### src/rtl/delay_line_multi.sv
`default_nettype none
// ============================================================================
//  Module   : delay_line_multi
//  Brief    : CHANNELS-lane programmable sample delay line (1..DEPTH samples)
//             sharing one write pointer, with per-lane fill tracking.
//  Option   : DELAY_LINE_CNT_EN adds drop_cnt_o (per-lane suppressed pushes).
//  Revision : 1.0  initial release
// ============================================================================
module delay_line_multi #(
    parameter int WIDTH    = 8,
    parameter int DEPTH    = 16,
    parameter int CHANNELS = 2
) (
    input  logic                                            clk,
    input  logic                                            rst_n,
    input  logic                                            ena_i,
    input  logic                                            cfg_valid_i,
    output logic                                            cfg_ready_o,
    input  logic [$clog2((CHANNELS > 1) ? CHANNELS : 2)-1:0] cfg_chan_i,
    input  logic [$clog2(DEPTH):0]                          cfg_delay_i,
    output logic                                            cfg_err_o,
    input  logic                                            in_valid_i,
    input  logic [CHANNELS*WIDTH-1:0]                       in_data_i,
    output logic [CHANNELS-1:0]                             out_valid_o,
    output logic [CHANNELS*WIDTH-1:0]                       out_data_o
`ifdef DELAY_LINE_CNT_EN
    ,
    output logic [CHANNELS*16-1:0]                          drop_cnt_o
`endif
);

    localparam int PW = $clog2(DEPTH);
    localparam int AW = PW + 1;
    localparam int CW = (CHANNELS > 1) ? $clog2(CHANNELS) : 1;
    localparam logic [AW-1:0] DEPTH_V = AW'(DEPTH);

    typedef enum logic {
        ST_FILLING = 1'b0,
        ST_RUN     = 1'b1
    } lane_state_e;

    logic [PW-1:0]       wr_ptr_q, wr_ptr_d;
    logic                cfg_ready_q;
    logic                cfg_err_q, cfg_err_d;
    logic                w_push;
    logic                w_cfg_acc;
    logic                w_cfg_legal;
    logic [CHANNELS-1:0] w_cfg_hit;

    assign w_push      = in_valid_i & ena_i;
    assign w_cfg_acc   = cfg_valid_i & cfg_ready_q & ena_i;
    assign w_cfg_legal = (cfg_delay_i != '0) && (cfg_delay_i <= DEPTH_V)
                         && (int'(cfg_chan_i) < CHANNELS);

    always_comb begin
        wr_ptr_d  = wr_ptr_q;
        cfg_err_d = cfg_err_q;
        if (w_push) begin
            wr_ptr_d = wr_ptr_q + PW'(1);
        end
        if (w_cfg_acc && !w_cfg_legal) begin
            cfg_err_d = 1'b1;
        end
    end

    always_ff @(posedge clk or negedge rst_n) begin
        if (!rst_n) begin
            wr_ptr_q    <= '0;
            cfg_ready_q <= 1'b0;
            cfg_err_q   <= 1'b0;
        end else begin
            wr_ptr_q    <= wr_ptr_d;
            cfg_ready_q <= ena_i;
            cfg_err_q   <= cfg_err_d;
        end
    end

    assign cfg_ready_o = cfg_ready_q;
    assign cfg_err_o   = cfg_err_q;

    for (genvar c = 0; c < CHANNELS; c++) begin : g_lane
        logic [WIDTH-1:0] mem_q [DEPTH];
        logic [AW-1:0]    delay_q, delay_d;
        logic [AW-1:0]    fill_q, fill_d;
        logic             out_valid_q, out_valid_d;
        logic [WIDTH-1:0] out_data_q, out_data_d;
        logic [PW-1:0]    w_rd;
        logic [WIDTH-1:0] w_din;
        lane_state_e      w_state;

        assign w_din     = in_data_i[c*WIDTH +: WIDTH];
        assign w_cfg_hit[c] = w_cfg_acc && w_cfg_legal && (cfg_chan_i == CW'(c));
        // A delay of DEPTH aliases to rd == wr_ptr: the oldest entry is read before it is overwritten.
        assign w_rd      = wr_ptr_q - delay_q[PW-1:0];
        assign w_state   = (fill_q >= delay_q) ? ST_RUN : ST_FILLING;

        always_comb begin
            delay_d     = delay_q;
            fill_d      = fill_q;
            out_valid_d = 1'b0;
            out_data_d  = out_data_q;
            if (w_push) begin
                out_valid_d = (w_state == ST_RUN);
                out_data_d  = mem_q[w_rd];
                if (fill_q != DEPTH_V) begin
                    fill_d = fill_q + AW'(1);
                end
            end
            // The push in the same cycle still used the old delay; it counts as the first new fill.
            if (w_cfg_hit[c]) begin
                delay_d = cfg_delay_i;
                fill_d  = w_push ? AW'(1) : '0;
            end
        end

        always_ff @(posedge clk or negedge rst_n) begin
            if (!rst_n) begin
                delay_q     <= AW'(1);
                fill_q      <= '0;
                out_valid_q <= 1'b0;
                out_data_q  <= '0;
            end else begin
                delay_q     <= delay_d;
                fill_q      <= fill_d;
                out_valid_q <= out_valid_d;
                out_data_q  <= out_data_d;
            end
        end

        always_ff @(posedge clk) begin
            if (w_push) begin
                mem_q[wr_ptr_q] <= w_din;
            end
        end

        assign out_valid_o[c]                 = out_valid_q;
        assign out_data_o[c*WIDTH +: WIDTH]   = out_data_q;

`ifdef DELAY_LINE_CNT_EN
        logic [15:0] drop_q, drop_d;

        always_comb begin
            drop_d = drop_q;
            if (w_push && (w_state == ST_FILLING) && (drop_q != 16'hFFFF)) begin
                drop_d = drop_q + 16'd1;
            end
        end

        always_ff @(posedge clk or negedge rst_n) begin
            if (!rst_n) begin
                drop_q <= '0;
            end else begin
                drop_q <= drop_d;
            end
        end

        assign drop_cnt_o[c*16 +: 16] = drop_q;
`endif
    end

endmodule
`default_nettype wire

### config.mk
export PLATFORM = sky130hd
export DESIGN_NAME = delay_line_multi
export DESIGN_NICKNAME = d
export VERILOG_FILES = /design/src/rtl/delay_line_multi.sv
export SDC_FILE = /design/constraint.sdc
export NUM_CORES = 1
export LEC_CHECK = 0
export ABC_CLOCK_PERIOD_IN_PS = 4100
export CORE_ASPECT_RATIO = 0.75
export CORE_MARGIN = 5
export CORE_UTILIZATION = 45
export CTS_CLUSTER_DIAMETER = 50
export DETAILED_ROUTE_END_ITERATION = 10
export HOLD_SLACK_MARGIN = 0.05
export SLEW_MARGIN = 20
export SYNTH_ARGS = -nofsm -noshare
export SYNTH_HDL_FRONTEND = slang
export SYNTH_SLANG_ARGS = --single-unit
### constraint.sdc
create_clock -name clk -period 4.1 [get_ports clk]
set_input_delay 0.615 -clock clk [delete_from_list [all_inputs] [get_ports clk]]
set_output_delay 0.615 -clock clk [all_outputs]
set_load 0.02 [all_outputs]
### Yosys cells after proc, flatten, opt, wreduce, memory -nomap -nowiden

Memory sizes are Yosys's and may differ from the RTL's. A register that Yosys moved wholly into a read port is not among the register bits.
Cells that the tools add are included.

| word-level totals | value |
|---|---|
| flip-flop bits (word level) | 28 |
| memory bits (writable) | 256 |
| bits of input ports | 27 |
| output and inout port bits | 20 |
| memories | 2 |

Memory list:

| name | words | bits a word | read ports | clocked after Yosys merged registers in | write ports | RTL line | text |
|---|---|---|---|---|---|---|---|
| g_lane[0].mem_q | 16 | 8 | 1 | 1 | 1 | 82 | `logic [WIDTH-1:0] mem_q [DEPTH];` |
| g_lane[1].mem_q | 16 | 8 | 1 | 1 | 1 | 82 |  |

| operators by class | value |
|---|---|
| $add $sub $neg | 5 |
| magnitude comparators | 3 |
| equal/unequal tests | 2 |
| muxes and demuxes | 13 |
| bitwise operators | 4 |
| reduce and logical (&&, ||, !) cells | 15 |

Operators by type and width:

| operator | number |
|---|---|
| 2-to-1 mux 5 bit | 6 |
| adder 5 x 1 -> 5 bit (second input constant) | 2 |
| greater-or-equal comparator 5 bit | 2 |
| inequality test 5 bit (second input constant) | 2 |
| nonzero test 2 bit | 4 |
| subtractor 4 bit | 2 |
| 2-to-1 mux 1 bit | 7 |
| <= comparator 5 bit (second input constant) | 1 |
| logical AND 1 bit | 5 |
| nonzero test 5 bit | 1 |
| adder 4 x 1 -> 4 bit (second input constant) | 1 |
| AND reduction 2 bit | 2 |
| AND 1 bit | 3 |
| logical NOT 1 bit | 3 |
| NOT 1 bit | 1 |

### Depth between registers and ports, before layout

Gate-level depths: netlist (run 1).

| logic depth | value |
|---|---|
| depth after elaboration | 6 |
| mapped depth | 9 |
| mapped depth without buffers | 8 |

### Worst setup path after synthesis (run 1)

OpenSTA, ideal clock, no wires.

| timing path | value |
|---|---|
| path type | register to register |
| start | register wr_ptr_q[0] |
| end | register g_lane[1].out_data_q[4] (read register of g_lane[1].mem_q) |
| setup time | 124 ps |
| data arrival time | 2412 ps |
| data required time | 3976 ps |
| setup slack | 1564 ps |
| cell stages (with the launch flop) | 10 |
| buffers on the path | 1 |
| period minus slack after synthesis | 2536 ps |
| cell sequence | dfrtp_1 -> inv_1 -> ha_1 -> inv_1 -> fa_1 -> buf_1 -> mux4_2 -> mux2i_1 -> a21oi_1 -> a211o_1 |

| between the ends | value |
|---|---|
| longest elaborated chain between the ends | 1 |

Ends and longest elaborated chain:

| item | RTL line | text |
|---|---|---|
| start, declared | 42 | `logic [PW-1:0] wr_ptr_q, wr_ptr_d;` |
| start signal, assigned | 72 | `wr_ptr_q <= wr_ptr_d;` |
| subtractor 4 bit | 94 | `assign w_rd = wr_ptr_q - delay_q[PW-1:0];` |
| end, declared | 86 | `logic [WIDTH-1:0] out_data_q, out_data_d;` |

No other way between the ends.
A chain may end at the register's enable or synchronous reset.

### Final worst setup path (run 1)

| timing path | value |
|---|---|
| start | register wr_ptr_q[0] |
| end | register g_lane[1].out_data_q[0] (read register of g_lane[1].mem_q) |

Same word-level chain as after synthesis.

==> results of run 1 <==
==> sequential cells by signal, indices dropped and copies added, names as in the netlist <==
signal and cells:
g_lane.mem_q 256, g_lane.out_data_q 16, g_lane.delay_q 10, g_lane.fill_q 10, wr_ptr_q 4, g_lane.out_valid_q 2, cfg_err_o 1, cfg_ready_o 1
==> power by group through the flow <==
stage | clock network (W) | logic [W] | registers, W
after detailed placement | 0 | 0.00361 | 0.00389
final | 0.00283 | 0.00354 | 0.00383
after global placement | 0 | 0.00356 | 0.00388
after CTS | 0.00288 | 0.00363 | 0.00383
after floorplan | 0 | 0.00261 | 0.00389
after global routing | 0.00304 | 0.00385 | 0.00385
==> cell usage after synthesis, drive strengths merged (4+ instances only) <==
library cell	instances
mux2i	33
nand3b	4
o21ai	21
edfxtp	256
clkbuf	5
nand2	14
mux4	64
and2	15
ha	24
and3	5
xor2	9
nor2b	5
nor2	14
nand4	4
a21oi	38
xnor2	5
a211o	17
nor3	5
inv	17
dfrtp	42
buf	19
==> how the worst max path moves through the flow <==
stage | cells past startpoint | endpoint | slack [ps] | startpoint
detailed placement | 7 | g_lane[1].out_data_q[0] | 1030 | wr_ptr_q[0]
CTS | 7 | g_lane[1].out_data_q[0] | 1010 | wr_ptr_q[0]
floorplan | 9 | g_lane[1].out_data_q[4] | 1560 | wr_ptr_q[0]
finish | 7 | g_lane[1].out_data_q[0] | 1080 | wr_ptr_q[0]
global placement | 7 | g_lane[1].out_data_q[0] | 1090 | wr_ptr_q[0]
global route | 7 | g_lane[1].out_data_q[0] | 870 | wr_ptr_q[0]
==> routing by layer <==
layer  global-route usage  vias up
met2                0.292      147
met3               0.0289       34
met1                0.242     3218
met5                    0        -
met4               0.0311        0
li1                     -     2726
==> logic make-up (layout without fill, tap and decap cells) <==
| group | after synthesis | count (layout) | synth area share |
|---|---|---|---|
| adders and majority gates | 26 | 26 | 0.0278 |
| xor gates and xnor gates | 14 | 14 | 0.0112 |
| muxes | 99 | 99 | 0.147 |
| buffers and inverters | 41 | 148 | 0.0207 |
| and+or+nand+nor | 74 | 74 | 0.0336 |
| DFF | 300 | 300 | 0.719 |
| AOI/OAI and AO/OA | 81 | 81 | 0.0414 |
==> metrics by stage <==
stage	utilization	cells
3_3_place_gp	0.490	1035
5_1_grt	0.529	1093
2_1_floorplan	-	635
6_report	0.529	1093
4_1_cts	0.529	1093
3_5_place_dp	0.490	1035
==> placed cells by master, fill, tap and decap left out, drive strengths merged, types with 6 or more instances in the layout <==
cell	n
a211o	17
a21oi	38
and2	15
buf	28
clkbuf	44
clkdlybuf4s50	45
clkinv	6
dfrtp	42
edfxtp	256
ha	24
inv	19
mux2i	33
mux4	64
nand2	14
nor2	14
o21ai	21
xor2	9
==> cell type report <==
type | count | area, sq um
multi-input combinational | 294 | 3200
inverter | 17 | 63.8
tap | 351 | 439
sequential | 300 | 8790
clock buffer | 44 | 875
fill | 2129 | 12700
clock inverter | 14 | 171
timing repair buffer | 73 | 673
==> critical path, stage by stage (launching register included) <==
cell     delay [ps]
dfrtp_1         390
inv_1           130
ha_2            600
buf_4           480
mux4_2          570
mux2i_1         330
a21oi_1          80
a211o_1         300
==> flow_metrics.env, run 1 <==
export IMPL_maxSlewViolCount=0
export IMPL_synth_warnings=0
export IMPL_grt_pass1_wl_mm=40.3
export IMPL_die_area_sq_um=30600
export IMPL_num_rows=52
export IMPL_top_layer_used="met4"
export IMPL_setup_tns_ps=0
export IMPL_ys_seq_area_frac=0.719
export IMPL_cts_hold_buf=0
export IMPL_numCtsBuffers=31
export IMPL_synth_area_top_cells="edfxtp_1, mux4_2, dfrtp_1"
export IMPL_start_kind="flop"
export IMPL_ff2ff_setup_slack_ps=1080
export IMPL_p_sw_frac=0.314
export IMPL_worstPathMaxFanout=22
export IMPL_synth_edf_count=256
export IMPL_synth_area_per_cell_sq_um=19.3
export IMPL_viasPerCell=5.60
export IMPL_outcome="finished, final reports clean"
export IMPL_diodes=0
export IMPL_arrival_ps=3440
export IMPL_r2r_start="wr_ptr_q[0]"
export IMPL_gp_congestion=0.777
export IMPL_maxCapViolCount=0
export IMPL_dp_hpwl_mm=16.3
export IMPL_io_buffers=46
export IMPL_wl_met3_mm=1.14
export IMPL_p_sw_w=0.00320
export IMPL_grt_pass1_vias=6395
export IMPL_nets=770
export IMPL_io_pins=47
export IMPL_grt_usage=0.172
export IMPL_die_y_microns=153
export IMPL_insertion_delay_ps=550
export IMPL_clockRootBuffer="clkbuf_16"
export IMPL_max_slew_margin=0.520
export IMPL_vias=6125
export IMPL_post_drt_wl_per_cell_microns=24.2
export IMPL_setup_violations_final=0
export IMPL_synth_fp_nets=688
export IMPL_p_clk_frac=0.277
export IMPL_overflow=0
export IMPL_clock_sinks=300
export IMPL_clk_path_buf_depth=3
export IMPL_drc=0
export IMPL_netlist_instances=635
export IMPL_ir_worst_vdd_mv=0.381
export IMPL_synthDistinctLibCells=43
export IMPL_drt_first_pass_iters=5
export IMPL_area_growth_pct=16.1
export IMPL_dpl_instance_area_sq_um=13200
export IMPL_endpoint_kind="flop"
export IMPL_synthFlopType="edfxtp_1"
export IMPL_final_min_clock_period_ps=3020
export IMPL_fin_hold_ws_ps=77.5
export IMPL_synth_async_reset_ratio=0.147
export IMPL_rsz0062_at_grt="false"
export IMPL_design_area_sq_um=14200
export IMPL_cts_clk_slew_worst_paths_ps=70
export IMPL_seqPwrFrac=0.376
export IMPL_internal_power_w=0.00699
export IMPL_power_density_nw_per_um2=717
export IMPL_start_util=0.455
export IMPL_htreeDepth=1
export IMPL_power_leakage_nw=4.99
export IMPL_ys_ff_latch=300
export IMPL_crit_type="reg -> reg"
export IMPL_coreArea_sq_um=26900
export IMPL_ant_nets=0
export IMPL_r2r_end="g_lane[1].out_data_q[0]"
export IMPL_drive_above_1_share=0.208
export IMPL_skew_ps=12.4
export IMPL_p_total_w=0.0102
export IMPL_drtIter0Drc=505
export IMPL_grt_max_degree=45
export IMPL_required_ps=4530
export IMPL_yosysTopAreaCell="edfxtp_1"
export IMPL_place_ws_ps=1030
export IMPL_die_width_microns=200
export IMPL_min_path_type="in -> async"
export IMPL_wl_met1_mm=11.7
export IMPL_combinationalPowerShare=0.347
export IMPL_synth_top_cell_area_share=0.628
export IMPL_worstMarginPinSlew_ps=716
export IMPL_post_cts_buffers=0
export IMPL_antenna_found_initial=0
export IMPL_cts_resized_gates=0
export IMPL_final_setup_worst_slack_ps=1080
export IMPL_hold_violations=0
export IMPL_min_period_over_period=0.736
export IMPL_cts_tree="done"
export IMPL_fmax_mhz=332
export IMPL_wl_met2_mm=13.2
export IMPL_netlist_area_sq_um=12200
export IMPL_worstRegToRegCells=7
export IMPL_wirelength_mm=26.4
No activity file was read; power rests on OpenSTA's default activity.
==> run 2, diff against run 1 <==
- ABC_CLOCK_PERIOD_IN_PS: 4100 -> 2710
- clock period: 4.1 -> 2.71 ns (I/O delays scaled with it)
==> run 2 against run 1 <==
Global-route usage increased by 0.14 points. Die area unchanged. Clock skew decreased by 3.0 ps. Clock power is 48% higher. Non-clock buffer count rose by 20. Final cell count grew 1.7%. Core utilization is 0.69 points higher. Sequential power up 51%. Flip-flop and latch count unchanged. Total power up 51%. Hold slack gained 370 ps. First-iteration DRC count fell by 23%. Critical path type unchanged. Critical endpoint is now g_lane[1].out_data_q[1].
==> flow_metrics.env, run 2 (same netlist as run 1, synthesis figures left out) <==
export IMPL_drt_first_pass_iters=5
export IMPL_rsz0062_at_grt="false"
export IMPL_nets=790
export IMPL_grt_pass1_wl_mm=40.8
export IMPL_area_growth_pct=17.7
export IMPL_post_drt_wl_per_cell_microns=23.8
export IMPL_die_y_microns=153
export IMPL_grt_pass1_vias=6646
export IMPL_antenna_found_initial=0
export IMPL_numCtsBuffers=31
export IMPL_crit_type="reg -> reg"
export IMPL_clk_path_buf_depth=3
export IMPL_hold_violations=0
export IMPL_post_cts_buffers=0
export IMPL_setup_violations_final=0
export IMPL_ant_nets=0
export IMPL_post_route_util=0.536
export IMPL_insertion_delay_ps=550
export IMPL_layout_common_cells="edfxtp_1, mux4_2, clkdlybuf4s50_1"
export IMPL_io_pins=47
export IMPL_power_leakage_nw=5.10
export IMPL_diodes=0
export IMPL_drive_above_1_share=0.219
export IMPL_coreArea_sq_um=26900
export IMPL_max_slew_margin=0.564
export IMPL_p_total_w=0.0154
export IMPL_final_min_clock_period_ps=2570
export IMPL_skew_ps=9.33
export IMPL_cts_resized_gates=0
export IMPL_num_rows=52
export IMPL_worstPathMaxFanout=32
export IMPL_gp_congestion=0.769
export IMPL_dp_hpwl_mm=16.5
export IMPL_min_path_type="in -> reg"
export IMPL_grt_max_degree=45
export IMPL_worstMarginPinSlew_ps=653
export IMPL_cts_tree="done"
export IMPL_maxCapViolCount=0
export IMPL_start_util=0.455
export IMPL_arrival_ps=2990
export IMPL_power_density_nw_per_um2=1070
export IMPL_outcome="finished, final reports clean"
export IMPL_grt_usage=0.174
export IMPL_wirelength_mm=26.4
export IMPL_viasPerCell=5.61
export IMPL_fmax_mhz=389
export IMPL_place_ws_ps=144
export IMPL_cts_hold_buf=1
export IMPL_clock_sinks=300
export IMPL_ir_worst_vdd_mv=0.765
export IMPL_clockRootBuffer="clkbuf_16"
export IMPL_start_kind="flop"
export IMPL_largest_reg_flops=256
export IMPL_final_setup_worst_slack_ps=138
export IMPL_setup_tns_ps=0
export IMPL_required_ps=3130
export IMPL_overflow=0
export IMPL_die_area_sq_um=30600
export IMPL_io_buffers=46
export IMPL_min_period_over_period=0.949
export IMPL_htreeDepth=1
export IMPL_cts_clk_slew_worst_paths_ps=60
export IMPL_biggestRegsByFlops="g_lane.mem_q: 256 flops, g_lane.out_data_q: 16 flops"
export IMPL_vias=6235
export IMPL_maxSlewViolCount=0
export IMPL_endpoint_kind="flop"
export IMPL_final_common_cell="edfxtp_1"
export IMPL_regMostFlops="g_lane.mem_q"
export IMPL_die_width_microns=200
export IMPL_drc=0
export IMPL_drtIter0Drc=391
-- run 2: cell type report --
| type | count | area (sq um) |
|---|---|---|
| Multi-Input combinational cell | 294 | 3200 |
| Clock buffer | 45 | 858 |
| Clock inverter | 12 | 148 |
| Fill cell | 2090 | 12500 |
| Sequential cell | 300 | 8790 |
| Timing Repair Buffer | 93 | 898 |
| Inverter | 17 | 63.8 |
| Tap cell | 351 | 439 |
-- run 2: layer usage --
layer | global-route usage | wire (microns) | vias to the layer above
met2 | 0.288 | 12900 | 167
met1 | 0.243 | 11400 | 3266
met5 | 0 | 0 | -
met4 | 0.0442 | 625 | 0
li1 | - | - | 2762
met3 | 0.0302 | 1510 | 40
-- run 2: path summary, 6_finish.rpt --
| check | start | end | slack (ps) | cells after the start |
|---|---|---|---|---|
| worst max register to register | wr_ptr_q[0] | g_lane[1].out_data_q[1] | 140 | 9 |
| worst min register to register | cfg_err_o | cfg_err_o | 470 | 1 |
| worst max-delay path | wr_ptr_q[0] | g_lane[1].out_data_q[1] | 140 | 9 |
| min in group asynchronous | rst_n | g_lane[0].fill_q[1] | 510 | 3 |
| worst min-delay path | ena_i | cfg_ready_o | 440 | 1 |
| max in group asynchronous | rst_n | g_lane[1].out_data_q[5] | 1750 | 3 |
-- run 2: through the flow --
stage	instances	hold slack, ps	cell area, sq um
CTS	1112	421	14400
global placement	1054	449	13400
detailed placement	1054	459	13400
global route	1112	444	14400
finish	1112	443	14400
floorplan	635	111	12200
-- run 2: power by group --
part	internal, W	total [W]	switching [W]	leakage [nW]
registers	0.00547	0.00579	0.000318	2.85
logic	0.00279	0.00546	0.00267	1.77
clock network	0.00248	0.00418	0.00170	0.484
total	0.0107	0.0154	0.00469	5.10
-- run 2: critical path: stages, from the launching register on --
cell and delay [ps]:
dfrtp_1 420, inv_1 130, ha_2 210, inv_1 50
fa_1 530, buf_12 240, mux4_2 330, mux2i_1 200
a21oi_1 70, a211o_1 250
==> run 3, diff against run 2 <==
- ABC_CLOCK_PERIOD_IN_PS: 2710 -> 2300
- CELL_PAD_IN_SITES_DETAIL_PLACEMENT: not set -> 1
- CELL_PAD_IN_SITES_GLOBAL_PLACEMENT: not set -> 1
- PLACE_DENSITY_LB_ADDON: not set -> 0.1
- clock period: 2.71 -> 2.3 ns (I/O delays scaled with it)
==> run 3 against run 2 <==
The flow now finishes with violations (setup timing). Sequential power grew 18%. Combinational power increased by 40%. Critical path depth decreased by 1. Total power is 28% higher. Design area grew 3.5%. Global-route usage rose by 1.9 points. Critical path type unchanged. Largest cell class unchanged. Largest power group is now combinational cells.
==> flow_metrics.env, run 3 (same netlist as run 1, synthesis figures left out) <==
export IMPL_endpoint_kind="flop"
export IMPL_rsz0062_at_grt="true"
export IMPL_min_period_over_period=1.09
export IMPL_largest_reg_flops=256
export IMPL_coreArea_sq_um=26900
export IMPL_regMostFlops="g_lane.mem_q"
export IMPL_start_util=0.455
export IMPL_maxSlewViolCount=0
export IMPL_antenna_found_initial=0
export IMPL_fmax_mhz=400
export IMPL_start_kind="flop"
export IMPL_hold_violations=0
export IMPL_instances_no_fill=1130
export IMPL_final_setup_worst_slack_ps=-199
export IMPL_cp_slowest_cell="fa_2"
export IMPL_grt_pass1_wl_mm=44.4
export IMPL_die_y_microns=153
export IMPL_power_leakage_nw=5.27
export IMPL_arrival_ps=2880
export IMPL_min_path_type="in -> async"
export IMPL_ir_worst_vdd_mv=0.668
export IMPL_combinationalPowerShare=0.385
export IMPL_vias=6405
export IMPL_seqPwrFrac=0.344
export IMPL_drive_above_1_share=0.254
export IMPL_drc=0
export IMPL_r2r_start="g_lane[1].delay_q[0]"
export IMPL_wirelength_mm=29.2
export IMPL_drt_first_pass_iters=4
export IMPL_cts_tree="done"
export IMPL_area_growth_pct=21.8
export IMPL_viasPerCell=5.67
export IMPL_place_inst=1062
export IMPL_place_ws_ps=-262
export IMPL_grt_usage=0.192
export IMPL_grt_max_degree=21
export IMPL_grt_pass1_vias=7005
export IMPL_overflow=0
export IMPL_outcome="finished, violations left"
export IMPL_layout_common_cells="edfxtp_1, mux4_2, clkdlybuf4s50_1"
export IMPL_htreeDepth=2
export IMPL_ant_nets=0
export IMPL_p_sw_frac=0.310
export IMPL_clk_path_buf_depth=3
export IMPL_io_pins=47
export IMPL_skew_ps=16.5
export IMPL_die_area_sq_um=30600
export IMPL_startpoint="g_lane[1].delay_q[0]"
export IMPL_fillers=2385
export IMPL_clockRootBuffer="clkbuf_16"
export IMPL_maxCapViolCount=0
export IMPL_final_min_clock_period_ps=2500
export IMPL_crit_type="reg -> reg"
export IMPL_cpPeakStageDelay_ps=580
export IMPL_p_sw_w=0.00614
export IMPL_drtIter0Drc=446
export IMPL_max_slew_margin=0.548
export IMPL_num_rows=52
export IMPL_diodes=0
export IMPL_numCtsBuffers=34
export IMPL_worstMarginPinSlew_ps=674
export IMPL_cts_clk_slew_worst_paths_ps=60
export IMPL_power_density_nw_per_um2=1330
export IMPL_crit_chain="ha_4 > inv_2 > fa_2 > buf_12 > mux4_2 > mux2i_1 > a21oi_1 > a211o_1"
export IMPL_gp_congestion=0.780
export IMPL_clock_sinks=300
export IMPL_required_ps=2680
export IMPL_nets=806
export IMPL_dp_hpwl_mm=18.3
export IMPL_p_clk_frac=0.271
export IMPL_worstPathMaxFanout=16
export IMPL_die_width_microns=200
export IMPL_io_buffers=46
export IMPL_final_common_cell="edfxtp_1"
export IMPL_internal_power_w=0.0137
export IMPL_setup_violations_final=16
export IMPL_biggestRegsByFlops="g_lane.mem_q: 256 flops, g_lane.out_data_q: 16 flops"
export IMPL_insertion_delay_ps=500
export IMPL_worstRegToRegCells=8
export IMPL_post_drt_wl_per_cell_microns=25.8
export IMPL_violations="setup timing"
## run 3: cell types whose count changed in the layout (fill, tap and decap cells not counted), moves of 3 or more
cell       change
inv_1          -3
mux2i_2        +4
buf_4          -4
buf_12        +14
clkbuf_16      +6
mux2i_1        -4
## run 3: final cells by class
type                       count  area (sq um)  share of cell area
sequential                   300          8790               0.590
multi-input combinational    294          3270               0.219
timing repair buffer         106          1210              0.0816
clock buffer                  49           991              0.0665
tap                          351           439              0.0295
clock inverter                13           129             0.00865
inverter                      17          66.3             0.00445
## run 3: layer usage
metal,routed length (microns),track usage,up-vias,share of wire
li1,-,-,2788,-
met1,13400,0.275,3403,0.46
met2,13900,0.313,171,0.48
met3,1400,0.0366,43,0.048
met4,435,0.0406,0,0.015
met5,0,0,-,0
## run 3: repair_timing
item	CTS	global route
gates resized for setup	11	5
hold endpoints to repair	12	0
pin swaps	1	2
gates cloned	3	0
setup buffers	2	1
endpoints found under the setup margin	16	16
hold buffers	1	0
## run 3: path summary, 6_finish.rpt
check,endpoint,slack (ps)
max,g_lane[1].out_data_q[2],-200
min,g_lane[0].out_valid_q,270
max reg2reg,g_lane[1].out_data_q[2],-200
min reg2reg,cfg_err_o,500
max in group asynchronous,g_lane[1].delay_q[0],1370
min in group clk,cfg_ready_o,440
## run 3: critical path, delay by kind of cell, from the launching register on
family	cells	cell delay (ps)
adders and majority gates	2	720
DFF	1	560
buffers and inverters	2	220
AOI/OAI and AO/OA	2	370
muxes	2	490
## run 3: power by group through the flow
stage	sequential, W	combinational (W)	clock, W
detailed placement	0.00692	0.00706	0
floorplan	0.00693	0.00484	0
CTS	0.00682	0.00777	0.00547
global placement	0.00689	0.00686	0
finish	0.00682	0.00762	0.00536
global route	0.00687	0.00817	0.00572
## run 3: metrics by stage
stage               TNS, ps  total power, W  hold WS, ps  cell area (sq um)   util
finish                -2460          0.0198          273              14900  0.554
CTS                   -2870          0.0201          270              14900  0.554
detailed placement    -3650          0.0140          251              13600  0.507
floorplan                 0          0.0118         49.4              12300      -
global placement      -2510          0.0138          250              13600  0.507
global route          -3720          0.0208          302              14900  0.554
